--- config.mk ---
export PLATFORM = sky130hd
export DESIGN_NAME = abacus_snapshot_master
export DESIGN_NICKNAME = d
export VERILOG_FILES = /design/src/rtl/abacus_snapshot_master.sv
export SDC_FILE = /design/constraint.sdc
export NUM_CORES = 1
export LEC_CHECK = 0
export CORE_ASPECT_RATIO = 2
export CORE_MARGIN = 2
export CORE_UTILIZATION = 45
export CTS_CLUSTER_SIZE = 25
export DETAILED_ROUTE_END_ITERATION = 12
export PLACE_DENSITY_LB_ADDON = 0.1
export SLEW_MARGIN = 0
export SYNTH_ARGS = -nofsm -noshare
export SYNTH_HDL_FRONTEND = slang
export SYNTH_SLANG_ARGS = --single-unit
--- constraint.sdc ---
create_clock -name clk -period 2.8 [get_ports clk]
set_input_delay 0.7 -clock clk [delete_from_list [all_inputs] [get_ports clk]]
set_output_delay 0.7 -clock clk [all_outputs]
set_load 0.005 [all_outputs]
--- src/rtl/abacus_snapshot_master.sv ---
// abacus_snapshot_master: reads NUM_WORDS counter words over Wishbone
// and streams each one out on a valid/ready handshake.
module abacus_snapshot_master #(
  parameter logic [31:0] BASE_ADDR      = 32'hF003_0100,
  parameter int          NUM_WORDS      = 10,
  parameter int          TIMEOUT_CYCLES = 255
) (
  input  logic        clk,
  input  logic        rst,
  input  logic        start,
  input  logic        abort,
  output logic        wb_cyc,
  output logic        wb_stb,
  output logic        wb_we,
  output logic [31:0] wb_adr,
  output logic [31:0] wb_dat_o,
  input  logic [31:0] wb_dat_i,
  input  logic        wb_ack,
  output logic        out_valid,
  input  logic        out_ready,
  output logic [31:0] out_data,
  output logic [5:0]  out_index,
  output logic        out_last,
  output logic        busy,
  output logic        done,
  output logic        error
);

  localparam logic [5:0] LAST_IDX = 6'(NUM_WORDS - 1);
  localparam logic [7:0] TMO_MAX  = 8'(TIMEOUT_CYCLES);

  typedef enum logic [1:0] {
    IDLE,
    REQ,
    OUT
  } state_t;

  state_t      state, state_n;
  logic [5:0]  idx, idx_n;
  logic [7:0]  tmo, tmo_n;
  logic [31:0] adr, adr_n;
  logic [31:0] data, data_n;
  logic        err, err_n;
  logic        cyc_q, vld_q, last_q;
  logic        fin;

  always_ff @(posedge clk) begin
    if (!rst) begin
      state  <= IDLE;
      idx    <= '0;
      tmo    <= '0;
      adr    <= BASE_ADDR;
      data   <= '0;
      err    <= 1'b0;
      cyc_q  <= 1'b0;
      vld_q  <= 1'b0;
      last_q <= 1'b0;
    end else begin
      state  <= state_n;
      idx    <= idx_n;
      tmo    <= tmo_n;
      adr    <= adr_n;
      data   <= data_n;
      err    <= err_n;
      cyc_q  <= (state_n == REQ);
      vld_q  <= (state_n == OUT);
      last_q <= (state_n == OUT) && (idx_n == LAST_IDX);
    end
  end

  // abort outranks both ack capture and the output transfer
  always_comb begin
    state_n = state;
    idx_n   = idx;
    tmo_n   = tmo;
    adr_n   = adr;
    data_n  = data;
    err_n   = err;
    fin     = 1'b0;
    unique case (state)
      IDLE: begin
        if (start) begin
          state_n = REQ;
          idx_n   = '0;
          tmo_n   = '0;
          adr_n   = BASE_ADDR;
          err_n   = 1'b0;
        end
      end
      REQ: begin
        if (abort) begin
          state_n = IDLE;
        end else if (wb_ack) begin
          data_n  = wb_dat_i;
          state_n = OUT;
        end else begin
          tmo_n = tmo + 8'd1;
          if (tmo_n == TMO_MAX) begin
            state_n = IDLE;
            err_n   = 1'b1;
          end
        end
      end
      OUT: begin
        if (abort) begin
          state_n = IDLE;
        end else if (out_ready) begin
          if (last_q) begin
            fin     = 1'b1;
            state_n = IDLE;
          end else begin
            idx_n   = idx + 6'd1;
            adr_n   = adr + 32'd4;
            tmo_n   = '0;
            state_n = REQ;
          end
        end
      end
      default: state_n = IDLE;
    endcase
  end

  assign wb_cyc    = cyc_q;
  assign wb_stb    = cyc_q;
  assign wb_we     = 1'b0;
  assign wb_adr    = adr;
  assign wb_dat_o  = '0;
  assign out_valid = vld_q;
  assign out_data  = data;
  assign out_index = idx;
  assign out_last  = last_q;
  assign busy      = (state != IDLE);
  assign done      = fin;
  assign error     = err;

endmodule

==> impl_metrics.yaml <==
logic_synthesis:
  synthArstFlopShare_pct: 0
  synth_cell_types: 54
  syn_inst: 474
  ys_ff_latch: 82
  synth_edf_count: 0
  yosys_warnings: 0
  yosysSeqAreaShare_pct: 41.24
  synth_area_sq_um: 3980
  syn_avg_cell_area_sq_um: 8.397
  synthFlopType: "dfxtp_1"
clocking:
  post_cts_buffers: 0
  htreeDepth: 3
  cts_hold_buf: 0
  cts_resized: 0
  cts_root_buf: "clkbuf_16"
  clock_latency_ns: 0.33
  cts.sinks: 82
  cts_tree: "done"
  cts_buffers: 9
  clockBufferDepth: 2
  clkSlewWorstSetupHoldPaths_ns: 0.06
worst_setup_path:
  path_cells: "clkdlybuf4s50_1, nor2b_1, and3_1, clkdlybuf4s50_1"
  path_class: "in2out"
  cp_common_cell: "clkdlybuf4s50_1"
  cp_top_family: "buffers and inverters"
  worst_setup_path_start_kind: "input port"
  cp_num_cells: 4
  critPathMaxFanout: 2
  rr_worst_depth: 6
  cp_data_arrival_time_ns: 2.01
  critical_path_required_ns: 2.10
  cp_num_buf_inv: 2
  end_kind: "primary output"
  cp_slowest_stage_delay_ns: 0.50
  slowest_stage: "clkdlybuf4s50_1"
power_and_ir_drop:
  p_int_mw: 2.111
  switchingPower_mw: 0.5593
  vdd_drop_max_uv: 373.8
  swShare_pct: 20.95
  power.share.clock_pct: 48.4
  combPwrFrac_pct: 7.1
  powerDensity_nw_per_um2: 490.1
  p_leak_nw: 1.978
  power_frac_seq_pct: 44.6
  power_mw: 2.670
finish:
  diodes: 0
  layout.nets: 631
  layout.cells.non_filler: 694
  final_area_sq_um: 5449
  area_delta_synth_final_pct: 36.91
  final_util_pct: 63.45
  drive_gt1_share_pct: 7.071
detailed_routing:
  drtIter0Drc: 103
  ant_nets: 0
  drc: 0
  wl_per_cell_microns: 14.09
  drt_pass1_iterations: 4
  routed_wl_microns: 9781
  vias: 3525
  via_per_inst: 5.079
floorplanning:
  initial_utilization_pct: 46.34
  die-area_sq_um: 9659
  core_area_sq_um: 8588
  fp.dieH_microns: 137
  io_pins: 148
  rows: 48
  die_x_microns: 70.50
global_route:
  grt_usage_pct: 20.82
  antenna_found_initial: 0
  grt_pass1_wl_microns: 16010
  grt_max_degree: 38
  grt_pass1_vias: 3433
  grt-ovfl-total: 0
timing:
  finalMaxSlewViolations: 0
  finalClockSkew_ns: 0.007041
  period_share_pct: 96.77
  finalSetupViolCount: 0
  rsz0062_at_grt: "no"
  fmax_mhz: 369.1
  fin_setup_tns_ns: 0
  fin_ws_ns: 0.09043
  holdWs_ns: 0.4586
  period_minus_slack_ns: 2.710
  relSlewSlack_pct: 62.71
  hold_viol: 0
  tightest_slew_ns: 0.5550
place:
  gp_congestion: 0.8032
  dp_cells: 678
  numPortBuffers: 112
  dp_hpwl_microns: 7424
  place_ws_ns: 0.09270
  placed_area_sq_um: 5119
hold_path:
  min_delay_path_depth: 2
  worstHoldPathType: "reg2reg"
outcome:
  status: "completed"
run:
  max_cap_violations: 0
==> state kept, by name (all words and copies together), names as in the netlist <==
name	flops
out_last	1
out_index	6
state	2
wb_cyc	1
error	1
wb_adr	30
out_data	32
out_valid	1
tmo	8
==> path summary, 6_finish.rpt <==
kind | from | endpoint | slack, ns
min reg2reg | out_data[7]$_SDFFE_PN0P_ | out_data[7]$_SDFFE_PN0P_ | 0.46
min | out_data[7]$_SDFFE_PN0P_ | out_data[7]$_SDFFE_PN0P_ | 0.46
max | out_ready | done | 0.09
max reg2reg | tmo[0]$_SDFFE_PN0P_ | state[0]$_SDFF_PN0_ | 0.54
==> cell usage after synthesis, drive strengths merged (3+ instances only) <==
| master | instances | area share [%] |
|---|---|---|
| buf | 39 | 7.2 |
| a21boi | 34 | 6.4 |
| and4b | 3 | 0.75 |
| o21ai | 7 | 0.88 |
| nand2b | 5 | 0.79 |
| nor2b | 6 | 0.94 |
| nand3 | 20 | 2.6 |
| nor2 | 38 | 3.6 |
| nor3 | 10 | 1.3 |
| nand2 | 94 | 8.9 |
| inv | 9 | 0.85 |
| nor4 | 4 | 1.3 |
| xnor2 | 15 | 3.3 |
| dfxtp | 82 | 41 |
| xor2 | 14 | 3.1 |
| clkbuf | 18 | 1.7 |
| a21oi | 9 | 1.1 |
| ha | 4 | 1.3 |
| or3 | 5 | 0.79 |
| a31oi | 4 | 0.63 |
| and3 | 5 | 0.79 |
| nand4 | 9 | 1.6 |
| and2 | 8 | 1.3 |
==> layer usage <==
metal	GRT usage (%)	up-vias	routed length, microns	share of wire [%]
met3	5.965	12	610	6.2
met1	21.38	1654	3647	37
met5	0	-	0	0
met2	38.26	98	5368	55
met4	9.509	0	155	1.6
li1	-	1761	-	-
==> worst reg2reg max path: stages (launching register included) <==
cell       delay, ns
dfxtp_1         0.42
ha_1            0.28
nand3_2         0.13
or3_1           0.43
a2111oi_4       0.44
a41oi_1         0.20
o211a_1         0.25
==> layout by cell type (no fill, tap or decap), drive strengths merged, types with 3 or more instances in the layout <==
cell             n
nor3            10
buf             15
nor4             4
a31oi            4
a21boi          34
xnor2           15
nor2            38
o21ai            7
clkbuf          12
and2             8
nand4            9
nand3           20
nand2           94
and3             5
a21oi            9
nand2b           5
clkdlybuf4s50  112
nor2b            6
inv              9
conb            35
and4b            3
xor2            14
or3              5
dfxtp           82
ha               4
==> cell type report <==
cell class / count / area (sq um)
Multi-Input combinational cell: 360 / 2085
Fill cell: 806 / 3139
Clock inverter: 4 / 73.82
Sequential cell: 82 / 1642
Inverter: 9 / 33.78
Timing Repair Buffer: 127 / 1234
Tap cell: 100 / 125.1
Clock buffer: 12 / 256.5
==> power groups by stage <==
stage	logic (mW)	clock network (mW)	registers, mW
6_report	0.189	1.29	1.19
5_1_grt	0.208	1.36	1.19
4_1_cts	0.188	1.32	1.19
3_5_place_dp	0.187	0	1.22
3_3_place_gp	0.185	0	1.22
2_1_floorplan	0.115	0	1.21
==> cell families after synthesis <==
group           synth area share, %
buf+inv                       9.714
flops                         41.24
mux                          0.2829
fa+ha+maj                     1.258
xor+xnor                      6.382
compound gates                14.05
other cells                 0.09422
simple gates                  26.97
(Power assumes the default switching activity.)
